<file path="src/rtl/booth_radix4_mult.sv">
// Signed radix-4 Booth multiplier, one recode/add/shift step per cycle, start/done handshake.
// Latency: done in cycle WIDTH/2+1 after the accepting edge (data-dependent, min 2, with BOOTH_EARLY_TERM_EN).
// Backpressure: none; start is sampled only in IDLE and ignored while busy is high.
module booth_radix4_mult #(
    parameter int WIDTH = 8
) (
    input  logic                 clock,
    input  logic                 reset,
    input  logic                 start,
    input  logic [WIDTH-1:0]     mcand,
    input  logic [WIDTH-1:0]     mplier,
    output logic                 busy,
    output logic                 done,
    output logic [2*WIDTH-1:0]   product
);

    localparam int             CW   = $clog2(WIDTH/2 + 1);
    localparam logic [CW-1:0]  HALF = CW'(WIDTH/2);

    typedef enum logic [1:0] {
        S_IDLE,
        S_RUN,
        S_DONE
    } state_t;

    state_t                   r_state;
    state_t                   w_state_nxt;

    logic [WIDTH-1:0]         r_m;
    logic signed [WIDTH+1:0]  r_a;
    logic [WIDTH-1:0]         r_q;
    logic                     r_qm1;
    logic [CW-1:0]            r_cnt;
    logic [2*WIDTH-1:0]       r_product;

    logic signed [WIDTH+1:0]  w_m_ext;
    logic signed [WIDTH+1:0]  w_addend;
    logic signed [WIDTH+1:0]  w_sum;
    logic signed [WIDTH+1:0]  w_a_step;
    logic [WIDTH-1:0]         w_q_step;
    logic                     w_last;
    logic                     w_early;

    // A carries two guard bits so that +/-2M, including 2*(-2^(WIDTH-1)), never overflows.
    assign w_m_ext  = {{2{r_m[WIDTH-1]}}, r_m};
    assign w_sum    = r_a + w_addend;
    assign w_a_step = {{2{w_sum[WIDTH+1]}}, w_sum[WIDTH+1:2]};
    assign w_q_step = {w_sum[1:0], r_q[WIDTH-1:2]};
    assign w_last   = (r_cnt == CW'(1));

    // Radix-4 Booth recode of {Q[1],Q[0],q_m1} into the partial-product addend.
    always_comb begin
        w_addend = '0;
        case ({r_q[1:0], r_qm1})
            3'b001, 3'b010: w_addend = w_m_ext;
            3'b011:         w_addend = w_m_ext <<< 1;
            3'b100:         w_addend = -(w_m_ext <<< 1);
            3'b101, 3'b110: w_addend = -w_m_ext;
            default:        w_addend = '0;
        endcase
    end

`ifdef BOOTH_EARLY_TERM_EN
    logic                     w_all0;
    logic                     w_all1;
    logic [CW:0]              w_shamt;
    logic signed [2*WIDTH+1:0] w_aq_sh;

    // Remaining multiplier bits below Q[2*cnt] are the only ones still to be recoded.
    assign w_shamt = {r_cnt, 1'b0};

    // If those bits and q_m1 are uniform, every remaining recode is +0.
    always_comb begin
        w_all0 = ~r_qm1;
        w_all1 = r_qm1;
        for (int i = 0; i < WIDTH; i++) begin
            if (i < int'(w_shamt)) begin
                w_all0 = w_all0 & ~r_q[i];
                w_all1 = w_all1 & r_q[i];
            end
        end
    end

    assign w_early = w_all0 | w_all1;
    assign w_aq_sh = $signed({r_a, r_q}) >>> w_shamt;
`else
    assign w_early = 1'b0;
`endif

    // State register.
    always_ff @(posedge clock) begin
        if (reset) begin
            r_state <= S_IDLE;
        end else begin
            r_state <= w_state_nxt;
        end
    end

    // Next-state and handshake outputs.
    always_comb begin
        w_state_nxt = r_state;
        busy        = 1'b0;
        done        = 1'b0;
        case (r_state)
            S_IDLE: begin
                if (start) begin
                    w_state_nxt = S_RUN;
                end
            end
            S_RUN: begin
                busy = 1'b1;
                if (w_early || w_last) begin
                    w_state_nxt = S_DONE;
                end
            end
            S_DONE: begin
                busy        = 1'b1;
                done        = 1'b1;
                w_state_nxt = S_IDLE;
            end
            default: w_state_nxt = S_IDLE;
        endcase
    end

    // Operand capture, iteration datapath, and product load on the edge into DONE.
    always_ff @(posedge clock) begin
        if (reset) begin
            r_m       <= '0;
            r_a       <= '0;
            r_q       <= '0;
            r_qm1     <= 1'b0;
            r_cnt     <= '0;
            r_product <= '0;
        end else begin
            case (r_state)
                S_IDLE: begin
                    if (start) begin
                        r_m   <= mcand;
                        r_a   <= '0;
                        r_q   <= mplier;
                        r_qm1 <= 1'b0;
                        r_cnt <= HALF;
                    end
                end
                S_RUN: begin
`ifdef BOOTH_EARLY_TERM_EN
                    if (w_early) begin
                        r_a       <= w_aq_sh[2*WIDTH+1:WIDTH];
                        r_q       <= w_aq_sh[WIDTH-1:0];
                        r_cnt     <= '0;
                        r_product <= w_aq_sh[2*WIDTH-1:0];
                    end else
`endif
                    begin
                        r_a   <= w_a_step;
                        r_q   <= w_q_step;
                        r_qm1 <= r_q[1];
                        r_cnt <= r_cnt - CW'(1);
                        if (w_last) begin
                            r_product <= {w_a_step[WIDTH-1:0], w_q_step};
                        end
                    end
                end
                default: ;
            endcase
        end
    end

    assign product = r_product;

endmodule
</file>
<file path="config.mk">
export PLATFORM = sky130hd
export DESIGN_NAME = booth_radix4_mult
export DESIGN_NICKNAME = d
export VERILOG_FILES = /design/src/rtl/booth_radix4_mult.sv
export SDC_FILE = /design/constraint.sdc
export NUM_CORES = 1
export LEC_CHECK = 0
export CORE_ASPECT_RATIO = 0.8
export CORE_MARGIN = 2
export CORE_UTILIZATION = 65
export CTS_CLUSTER_SIZE = 10
export DETAILED_ROUTE_END_ITERATION = 10
export DONT_BUFFER_PORTS = 1
export GPL_TIMING_DRIVEN = 1
export PLACE_DENSITY_LB_ADDON = 0.05
export REMOVE_ABC_BUFFERS = 1
export SLEW_MARGIN = 10
export SYNTH_ARGS = -nofsm -noshare
export SYNTH_HDL_FRONTEND = slang
export SYNTH_SLANG_ARGS = --single-unit
export TNS_END_PERCENT = 100
</file>
<file path="constraint.sdc">
create_clock -name clock -period 8.8 [get_ports clock]
set_input_delay 1.32 -clock clock [delete_from_list [all_inputs] [get_ports clock]]
set_output_delay 1.32 -clock clock [all_outputs]
set_load 0.005 [all_outputs]
</file>
# [After elaboration in Yosys (flattened, before gate mapping)]
# Cells that the tools add are included.
[totals] reg_bits=48 in_bits=19 output_inout_bits=18
[classes] addsub=4 n_eq_ne=11 mux=14 reduce_logical=9
[ops] cell="10-bit case mux with 4 select lines" count=1
[ops] cell="10-bit case mux with 2 select lines" count=1
[ops] cell="8-bit case mux with 2 select lines" count=1
[ops] cell="10-bit adder" count=1
[ops] cell="10-bit two-way mux" count=1
[ops] cell="8-bit negation with 10-bit output" count=1
[ops] cell="9-bit negation with 10-bit output" count=1
[ops] cell="3-bit == test, second input constant" count=3
[ops] cell="8-bit two-way mux" count=1
[ops] cell="2-bit AND reduction" count=4
[ops] cell="3-bit by 1-bit == test with 1-bit output, second input constant" count=2
[ops] cell="3-bit by 2-bit == test with 1-bit output, second input constant" count=2
[ops] cell="3-bit case mux with 2 select lines" count=1
[ops] cell="2-bit OR reduction" count=3
[ops] cell="2-bit two-way mux" count=2
[ops] cell="2-bit != test, second input constant" count=2
[ops] cell="2-bit case mux with 2 select lines" count=1
[ops] cell="1-bit two-way mux" count=3
[ops] cell="3-bit two-way mux" count=1
[ops] cell="3-bit by 1-bit subtractor with 3-bit output, second input constant" count=1
[ops] cell="2-bit by 1-bit == test with 1-bit output, second input constant" count=1
[ops] cell="2-bit == test, second input constant" count=1
[ops] cell="2-bit logical NOT" count=1
[ops] cell="1-bit case mux with 2 select lines" count=1
[ops] cell="2-bit nonzero test" count=1

# [Depth between registers and ports, before layout]
# Gate-level depths: netlist of run 1.
[depth] word_depth=5 mapped_depth=15

# [Worst setup path before layout of run 1]
# No wires, ideal clock.
[synth_timing] path_type="flip-flop to flip-flop" start="register r_m[0]" end="register r_product[15], in the netlist product[15]" setup_ns=0.087 arrival_ns=3.095 required_ns=8.713 setup_slack_ns=5.618 path_stages_with_launch=14 n_path_buf=0 cell_sequence="dfxtp_1 -> inv_1 -> ha_1 -> nor3b_2 -> nand2_1 -> xor2_1 -> and2_0 -> mux4_2 -> ha_1 -> nand2_1 -> o31ai_1 -> a31oi_1 -> xnor3_1 -> o31ai_1"
[synth_between] elab_chain_cells=3 word_cells_on_any_way=4 classes_between="add/sub (3); mux (1)"
[synth_rtl] item="start: declaration" line="29" text="logic [WIDTH-1:0] r_m;"
[synth_rtl] item="start signal: assignment" line="138" text="r_m <= mcand;"
[synth_rtl] item="9-bit negation with 10-bit output or 8-bit negation with 10-bit output (tied branches)" line="57, 58"
[synth_rtl] item="10-bit case mux with 4 select lines *" line="54" text="case ({r_q[1:0], r_qm1})"
[synth_rtl] item="10-bit adder *" line="46" text="assign w_sum = r_a + w_addend;"
[synth_rtl] item="end signal: assignment" line="160" text="r_product <= {w_a_step[WIDTH-1:0], w_q_step};"
[synth_rtl] item="end: declaration" line="34" text="logic [2*WIDTH-1:0] r_product;"
# Mark *: on every way between the ends. The rest lies on a longest branch, timed or not.
# A chain may end at the register's enable or synchronous reset.

# [Final worst setup path of run 1]
[layout_timing] start="register r_m[0]" end="register r_a[8]"
[layout_between] elab_chain_cells=4 word_cells_on_any_way=5 classes_between="add/sub (3); mux (2)"
[layout_rtl] item="9-bit negation with 10-bit output or 8-bit negation with 10-bit output (tied branches)" line="57, 58"
[layout_rtl] item="10-bit case mux with 4 select lines *" line="54"
[layout_rtl] item="10-bit adder *" line="46"
[layout_rtl] item="10-bit case mux with 2 select lines *" line="135" text="case (r_state)"
[layout_rtl] item="end signal: assignment" line="155" text="r_a <= w_a_step;"
[layout_rtl] item="end: declaration" line="30" text="logic signed [WIDTH+1:0] r_a;"
# Marks and branches as above.

==> flow_summary.json, run 1 <==
{
  "yosys.area_share.simple_pct": 20.42,
  "path_buf_inv": 1,
  "fin_worst_skew_ns": 0.009993,
  "synthToLayoutAreaGrowth_pct": 2.530,
  "synth_top_family_by_area": "compound AO/OA/AOI/OAI gates",
  "setup.worst_path.class": "flop to flop",
  "holdWs_ns": 0.4697,
  "vias": 2303,
  "die_h_um": 62.38,
  "remaining_drc_errors": 0,
  "hp-class": "flop to flop",
  "avgSynthCellArea_um2": 8.049,
  "insertion_delay_ns": 0.30,
  "crit_path_end_kind": "flop",
  "synth_compound_area_share_pct": 22.73,
  "layout_commonest_cell": "nand2_1",
  "p_comb_share_pct": 25.0,
  "drtPass1Iterations": 5,
  "holdBufCountCts": 0,
  "diodes": 0,
  "grt-ovfl-total": 0,
  "track_usage_pct": 25.31,
  "ys_seq_area_share_pct": 33.26,
  "cts_buffers": 5,
  "drive_gt1_share_pct": 6.042,
  "tns_ns": 0,
  "max-slew-margin-rel_pct": 19.90,
  "antenna_found_initial": 0,
  "clkTransAtPathRegs_ns": 0.09,
  "port_buffers": 0,
  "tightest_slew_ns": 1.193,
  "cts.path.max_buffers": 2,
  "ys_seq_elements": 46,
  "status": "finished, final reports clean",
  "cts_resized": 0,
  "wl_per_cell_um": 15.02,
  "yosysWarnings": 0,
  "synth.area.mux_share_pct": 6.100,
  "p_per_area_mw_per_mm2": 171.8,
  "vdd_drop_max_mv": 0.1276,
  "via_per_inst": 5.936,
  "switching_share_pct": 32.56,
  "fillCellCount": 354,
  "multi_input_area_mm2": 0.001708,
  "fin_crit_sh_pct": 42.37,
  "layout_setup_ws_ns": 5.071,
  "slowest_delay_ns": 0.48,
  "finish.utilization_pct": 68.82,
  "critPathRequiredTime_ns": 9.01,
  "cts_sinks": 46,
  "dr_wl_met2_mm": 2.638,
  "cp-start-kind": "flop",
  "postRouteAntennaNets": 0,
  "async_flop_share_pct": 0,
  "num_rows": 21,
  "rsz0062_at_grt": "no",
  "cp_max_fo": 5,
  "syn-instance-count": 344,
  "fmax_mhz": 268.2,
  "synth_edf_count": 0,
  "cts_max_level": 2,
  "ys_types": 52,
  "gp_congestion": 0.9401,
  "worstPathCellList": "inv_1 > ha_1 > nor3b_2 > nand2_1 > xor2_1 > nand2_1 > o21ai_1 > mux4_2 > ha_1 > nand2_1 > o31ai_1 > a31oi_1 > xnor3_1 > o31ai_1",
  "layout_common_cells": "nand2_1, dfxtp_1, a21oi_1",
  "worst-endpoint-arrival_ns": 3.94,
  "wl_met1_mm": 2.821,
  "wl_met3_um": 290,
  "cts_tree": "yes",
  "p_clk_share_pct": 25.7,
  "pwr-share-seq_pct": 49.3,
  "fin_total_pwr_uw": 487.7,
  "drt_iter0_drc": 113,
  "p_leak_nw": 1.124,
  "synth_xor_area_share_pct": 4.925,
  "p_sw_uw": 158.8,
  "synth_area_mm2": 0.002769,
  "slew_viol_final": 0,
  "place_ws_ns": 5.116,
  "die_w_um": 76.97,
  "synthAdderAreaFrac_pct": 7.501,
  "start_util_pct": 67.12,
  "ios": 37,
  "regArea_um2": 920.9,
  "cts-root-buf": "clkbuf_8",
  "dp_hpwl_mm": 4.289,
  "crit_family": "compound AO/OA/AOI/OAI gates",
  "grt_first_pass_wirelength_mm": 9.998,
  "core_area_mm2": 0.004125,
  "die_area_mm2": 0.004801,
  "cp_common_cell": "nand2_1",
  "layout.nets": 365,
  "slowest_stage": "mux4_2",
  "p_int_uw": 328.9,
  "topRoutingLayerUsed": "met4",
  "synth_flop_cell": "dfxtp_1",
  "cts_setup_buffers": 0,
  "grt_max_degree": 51,
  "drv_cap": 0,
  "grt_pass1_vias": 2249,
  "layout_min_cycle_time_ns": 3.729,
  "setup_viol": 0,
  "finalHoldViolations": 0,
  "wirelength_mm": 5.826
}
-- final cells by class --
class	count	area share, %
Tap cell	57	2.512
Sequential cell	46	32.44
Multi-Input combinational cell	263	60.16
Clock buffer	6	2.556
Clock inverter	2	0.4848
Inverter	14	1.851
-- power by group through the flow --
stage / Clock (mW) / Sequential [mW] / Combinational [mW]
CTS: 0.128 / 0.240 / 0.121
floorplan: 0 / 0.239 / 0.0979
finish: 0.125 / 0.240 / 0.122
detailed placement: 0 / 0.245 / 0.120
global route: 0.135 / 0.243 / 0.137
global placement: 0 / 0.244 / 0.118
-- kinds of logic after synthesis --
family | Yosys count
flops | 46
buf+inv | 35
fa+ha+maj | 16
xor+xnor | 14
compound gates | 98
simple gates | 121
mux | 14
-- cells in the mapped netlist, types with 3 or more instances --
library cell | count | area, um^2
mux2_2 | 3 | 33.78
o31ai_1 | 4 | 30.03
a221oi_1 | 3 | 26.28
nor2_1 | 32 | 120.1
nor2b_1 | 3 | 18.77
a31oi_1 | 3 | 18.77
a211oi_1 | 13 | 97.59
ha_1 | 15 | 187.7
nand2_1 | 55 | 206.5
dfxtp_1 | 46 | 920.9
nand3_1 | 3 | 15.01
clkbuf_1 | 18 | 67.56
o21ai_0 | 9 | 45.04
o21ai_1 | 5 | 25.02
xor2_1 | 7 | 61.31
a21o_1 | 4 | 30.03
mux2i_1 | 9 | 90.09
a22oi_1 | 5 | 37.54
and2_1 | 6 | 37.54
xnor2_1 | 6 | 52.55
a21oi_1 | 37 | 185.2
nand2b_1 | 9 | 56.30
inv_1 | 14 | 52.55
-- per-stage QoR --
| stage | instances | instance area [um^2] |
|---|---|---|
| 2_1_floorplan | 323 | 2681 |
| 3_3_place_gp | 380 | 2753 |
| 3_5_place_dp | 380 | 2753 |
| 4_1_cts | 388 | 2839 |
| 5_1_grt | 388 | 2839 |
| 6_report | 388 | 2839 |
-- registers in the layout (all words and copies together) (netlist names) --
signal and cells:
r_cnt 3, r_q 8, r_state 2, product 16, r_qm1 1, r_m 8
r_a 8
-- final timing paths --
check	start	end	slack (ns)	cells past startpoint
min reg2reg	r_q[3]	product[1]	0.47	2
min	r_q[3]	product[1]	0.47	2
max	r_m[0]	r_a[8]	5.07	14
max reg2reg	r_m[0]	r_a[8]	5.07	14
-- worst register-to-register path, delay by kind of cell (launching register included) --
family	cells	cell delay, ns
compound gates	4	0.90
simple gates	4	0.64
xor+xnor	2	0.57
fa+ha+maj	2	0.55
mux	1	0.48
flops	1	0.37
buf+inv	1	0.14
-- per-layer routing --
metal | vias up | GRT usage [%]
met5 | - | 0
met4 | 0 | 6.920
met3 | 9 | 5.202
met2 | 60 | 42.00
met1 | 1063 | 33.83
li1 | 1171 | -
No activity file was read; power rests on OpenSTA's default activity.
==> run 2: changes to the inputs <==
- ABC_AREA: not set -> 1
- CORE_UTILIZATION: 65 -> 57
- clock period: 8.8 -> 3.1 ns (I/O delays scaled with it)
==> run 2 against run 1 <==
  * Final area grew 2.2%
  * Total power rose to 5.2 times the previous value
  * Core utilization decreased by 5.7 points
  * Critical endpoint is now product[13]
  * Largest power group is now combinational cells
  * Flip-flop and latch count stayed put
  * Wire length is 2.3% higher
  * Clock skew down 0.0038 ns
  * Die area is 12% higher
  * Global-route usage shrank 0.26 points
  * Largest cell class unchanged
  * Fmax grew 31%
  * Hold slack worse by 0.25 ns
==> flow_summary.json, run 2 <==
{
  "status": "finished, final reports clean",
  "tightest_slew_ns": 0.7227,
  "synthDominantCellAreaShare_pct": 33.65,
  "avgSynthCellArea_um2": 7.145,
  "cts-root-buf": "clkbuf_8",
  "min_from": "reset",
  "dp_hpwl_mm": 4.490,
  "r2r_end": "product[13]",
  "min_path_cells": 1,
  "gp_congestion": 0.9023,
  "synthTopCellsByArea": "dfxtp_1, nand2_1, ha_1",
  "crit_path_end_kind": "flop",
  "async_flop_share_pct": 0,
  "diodes": 0,
  "reg2reg_depth": 18,
  "synth_flop_cell": "dfxtp_1",
  "timing.reg2reg.setup_slack_ns": 0.26,
  "synth_most_common_cell": "nand2_1",
  "grt_pass1_vias": 2198,
  "tns_ns": 0,
  "core_area_mm2": 0.004597,
  "worst_hold_path.endpoint": "r_a[8]",
  "ys_seq_area_share_pct": 33.65,
  "fin_area_mm2": 0.002902,
  "ys_types": 40,
  "die_h_um": 65.97,
  "p_per_area_mw_per_mm2": 867.5,
  "synth_commonest_cells": "nand2_1, dfxtp_1, inv_1, a21oi_1",
  "fin_worst_skew_ns": 0.006196,
  "ios": 37,
  "placed_area_mm2": 0.002760,
  "drive_gt1_share_pct": 11.55,
  "place_inst": 433,
  "layout_commonest_cell": "nand2_1",
  "rsz0062_at_grt": "no",
  "synth_edf_count": 0,
  "layout_min_cycle_time_ns": 2.841,
  "cts_buffers": 5,
  "syn-instance-count": 383,
  "cts_sinks": 46,
  "cp_max_fo": 4,
  "start_util_pct": 59.53,
  "layout_common_cells": "nand2_1, dfxtp_1, inv_1",
  "die_area_mm2": 0.005374,
  "vias": 2373,
  "setup.worst_path.class": "flop to flop",
  "yosysWarnings": 0,
  "drtPass1Iterations": 4,
  "finalHoldViolations": 0,
  "p_leak_nw": 1.295,
  "stdcell_count": 441,
  "r2r-start": "r_m[1]",
  "place_ws_ns": 0.3117,
  "port_buffers": 0,
  "die_w_um": 81.47,
  "vdd_drop_max_mv": 0.5733,
  "fin_crit_sh_pct": 91.66,
  "ys_seq_elements": 46,
  "wirelength_mm": 5.960,
  "insertion_delay_ns": 0.31,
  "layout.nets": 415,
  "critPathRequiredTime_ns": 3.31,
  "slew_viol_final": 0,
  "postRouteAntennaNets": 0,
  "via_per_inst": 5.381,
  "largest_reg_flops": 16,
  "synthToLayoutAreaGrowth_pct": 6.036,
  "netlist.top_cell.by_area": "dfxtp_1",
  "worst-endpoint-arrival_ns": 3.05,
  "cp-start-kind": "flop",
  "clkTransAtPathRegs_ns": 0.09,
  "setup_viol": 0,
  "cp-startpoint": "r_m[1]",
  "num_rows": 22,
  "cts_max_level": 2,
  "synth_area_mm2": 0.002736,
  "grt-ovfl-total": 0,
  "max-slew-margin-rel_pct": 51.76,
  "antenna_found_initial": 0,
  "layout_setup_ws_ns": 0.2586,
  "drv_cap": 0,
  "wl_per_cell_um": 13.51,
  "cts_tree": "yes",
  "cts.path.max_buffers": 2,
  "remaining_drc_errors": 0,
  "track_usage_pct": 25.05,
  "cts_setup_buffers": 0,
  "drt_iter0_drc": 123,
  "fmax_mhz": 351.9,
  "grt_first_pass_wirelength_mm": 10.31,
  "grt_max_degree": 26,
  "hp-class": "input pin to flop"
}
==> run 2: cell count changes in the layout (fill, tap and decap cells not counted), moves of 6 or more <==
| cell | previous run | this run |
|---|---|---|
| nand2_1 | 55 | 94 |
| inv_1 | 14 | 38 |
| inv_2 | 0 | 14 |
| nand3_1 | 3 | 16 |
| o21ai_0 | 9 | 22 |
| a211oi_1 | 13 | 1 |
| nor2_1 | 32 | 22 |
| nand2b_1 | 9 | 0 |
| mux2i_1 | 9 | 1 |
| and2_1 | 6 | 0 |
| nand3_2 | 0 | 6 |
==> run 2: logic make-up (layout without fill, tap and decap cells) <==
group | Yosys count | after routing | synth area share, %
multiplexers | 1 | 1 | 0.3658
buffers and inverters | 64 | 62 | 9.556
XOR/XNOR | 11 | 11 | 3.521
AO/OA/AOI/OAI | 86 | 86 | 18.11
flip-flops | 46 | 46 | 33.65
AND/OR/NAND/NOR | 159 | 159 | 27.21
adder cells (fa/ha/maj) | 16 | 16 | 7.590
==> run 2: critical path: stages (launching register included) <==
cell	delay (ns)
dfxtp_1	0.33
inv_1	0.11
ha_1	0.20
inv_1	0.06
nor3_2	0.23
xor2_1	0.19
inv_1	0.08
a21oi_1	0.13
o21ai_0	0.13
ha_1	0.38
a21oi_2	0.20
nor2_1	0.06
nor2_1	0.08
nand2_1	0.07
or2_1	0.23
nand2_1	0.07
nand2_1	0.05
o211ai_1	0.12
inv_2	0.04
==> run 2: what timing repair did <==
item,CTS,global route
resized for setup,0,1
setup endpoints to repair,0,1
hold buffers,0,0
==> run 2: power by group <==
part	switching [mW]	internal [mW]
sequential	0.115	0.715
combinational	0.757	0.395
clock	0.212	0.323
==> run 2: worst max-delay path by stage <==
stage,to,slack (ns)
after detailed placement,product[13],0.31
after global placement,product[13],0.42
after CTS,product[13],0.21
final,product[13],0.26
after global routing,product[15],0.008
after floorplan,product[15],0.62
==> run 2: through the flow <==
step / util, % / hold WS (ns) / total power, mW
after global placement: 60.04 / 0.4534 / 1.957
after detailed placement: 60.04 / 0.4609 / 1.974
after global routing: 63.12 / 0.1876 / 2.736
final: 63.12 / 0.2211 / 2.517
after floorplan: - / 0.4392 / 1.721
after CTS: 63.04 / 0.2024 / 2.518
==> run 2: area by class of cell <==
type                            instances  area (um^2)
Fill cell                             419         1695
Multi-Input combinational cell        273         1558
Clock inverter                          3        68.82
Timing Repair Buffer                    2        15.01
Tap cell                               60        75.07
Clock buffer                            5        68.82
Sequential cell                        46        920.9
Inverter                               52        195.2
==> run 2: routing by layer <==
metal  up-vias  part of all wire [%]  global-route usage (%)  routed length (um)
li1       1252                     -                       -                   -
met1      1069                    52                   34.84                3090
met2        50                    43                   38.52                2584
met3         2                   4.6                   6.557                 274
met4         0                  0.17                   5.932                  10
met5         -                     0                       0                   0
==> run 3: changes to the inputs <==
- RECOVER_POWER: not set -> 50
==> run 3 against run 2 <==
  * Register-to-register slack about the same
  * Worst setup slack about the same
  * Sequential power about the same
  * Sequential share of layout area about the same
  * Via count down 0.55%
  * Hold slack worse by 0.00077 ns
  * Critical path depth unchanged
  * Critical path type unchanged
==> flow_summary.json, run 3 (synthesized netlist as in run 2, its figures left out) <==
{
  "status": "finished, final reports clean",
  "antenna_found_initial": 0,
  "p_per_area_mw_per_mm2": 865.3,
  "grt_first_pass_wirelength_mm": 10.31,
  "cts_sinks": 46,
  "die_area_mm2": 0.005374,
  "crit_family": "simple AND/OR/NAND/NOR gates",
  "gp_congestion": 0.9023,
  "wirelength_mm": 5.919,
  "fin_worst_skew_ns": 0.004995,
  "rsz0062_at_grt": "no",
  "dp_hpwl_mm": 4.490,
  "cp_max_fo": 4,
  "cts_setup_buffers": 0,
  "track_usage_pct": 25.05,
  "slew_viol_final": 0,
  "finalHoldViolations": 0,
  "clkTransAtPathRegs_ns": 0.09,
  "drtPass1Iterations": 5,
  "grtUsageMet1_pct": 34.84,
  "slowest_stage": "ha_1",
  "vdd_drop_max_mv": 0.5701,
  "core_area_mm2": 0.004597,
  "grt-ovfl-total": 0,
  "cts.path.max_buffers": 2,
  "path_buf_inv": 4,
  "remaining_drc_errors": 0,
  "insertion_delay_ns": 0.30,
  "worstPathCellList": "inv_1 > ha_1 > inv_1 > nor3_2 > xor2_1 > inv_1 > a21oi_1 > o21ai_0 > ha_1 > a21oi_2 > nor2_1 > nor2_1 > nand2_1 > or2_1 > nand2_1 > nand2_1 > o211ai_1 > inv_2",
  "ios": 37,
  "fmax_mhz": 351.9,
  "wl_per_cell_um": 13.42,
  "cts_buffers": 5,
  "layout.nets": 415,
  "max-slew-margin-rel_pct": 28.31,
  "drive_gt1_share_pct": 11.02,
  "grt_max_degree": 26,
  "num_rows": 22,
  "layout_commonest_cell": "nand2_1",
  "vias": 2360,
  "synthToLayoutAreaGrowth_pct": 5.899,
  "drt_iter0_drc": 129,
  "fin_crit_sh_pct": 91.66,
  "layout_common_cells": "nand2_1, dfxtp_1, inv_1",
  "placed_area_mm2": 0.002760,
  "fin_area_mm2": 0.002898,
  "crit_path_end_kind": "flop",
  "critPathRequiredTime_ns": 3.31,
  "p_leak_nw": 1.294,
  "slowest_delay_ns": 0.38,
  "start_util_pct": 59.53,
  "die_w_um": 81.47,
  "cts-root-buf": "clkbuf_8",
  "tightest_slew_ns": 1.068,
  "via_per_inst": 5.351,
  "die_h_um": 65.97,
  "largest_reg_flops": 16,
  "cts_max_level": 2,
  "setup_viol": 0,
  "cp-start-kind": "flop",
  "diodes": 0,
  "cts_tree": "yes",
  "port_buffers": 0,
  "grt_pass1_vias": 2198,
  "setup.worst_path.class": "flop to flop",
  "grtUsageMet2_pct": 38.52,
  "grt.busiest_layer": "met2",
  "grt_use_met3_pct": 6.557,
  "worst-endpoint-arrival_ns": 3.05,
  "layout_min_cycle_time_ns": 2.841,
  "drv_cap": 0,
  "tns_ns": 0,
  "postRouteAntennaNets": 0,
  "hp-class": "input pin to flop"
}
[run 3: cell types whose count changed in the layout (fill, tap and decap cells not counted)]
cell,delta
o21ai_2,-1
inv_2,-1
inv_1,+1
o21ai_0,+1
[run 3: report_power, final]
part	leakage, nW	total (mW)	internal [mW]	switching (mW)
logic	0.850	1.14	0.392	0.752
clock network	0.0683	0.534	0.323	0.211
registers	0.375	0.830	0.715	0.114
[run 3: worst paths after layout]
check	startpoint	endpoint	slack (ns)	cells after the start
worst min register to register	r_a[0]	r_a[0]	0.48	2
worst min-delay path	reset	r_a[8]	0.22	1
worst max-delay path	r_m[1]	product[13]	0.26	18
worst max register to register	r_m[1]	product[13]	0.26	18
[run 3: what timing repair did]
| action | 4_1_cts | 5_1_grt |
|---|---|---|
| endpoints found under the setup margin | 0 | 1 |
| hold buffers | 0 | 0 |
| gates resized for setup | 0 | 1 |
[run 3: layer usage]
layer | wire (um) | vias to the layer above
met5 | 0 | -
met4 | 10 | 0
met3 | 268 | 2
met2 | 2580 | 47
met1 | 3059 | 1060
li1 | - | 1251
[run 3: through the flow]
stage	hold WS, ns	util [%]	power [mW]	worst slack [ns]	instances
final	0.2203	63.04	2.508	0.2587	441
after global routing	0.1876	63.04	2.728	0.008375	441
after CTS	0.2024	63.04	2.518	0.2137	441
after detailed placement	0.4609	60.04	1.974	0.3117	433
after global placement	0.4534	60.04	1.957	0.4174	433
after floorplan	0.4392	-	1.721	0.6180	371
[run 3: layout make-up]
cell class,instances,area (um^2)
inverter,52,195.2
clock buffer,5,68.82
fill,420,1699
clock inverter,3,68.82
multi-input combinational,273,1554
tap,60,75.07
timing repair buffer,2,15.01
sequential,46,920.9
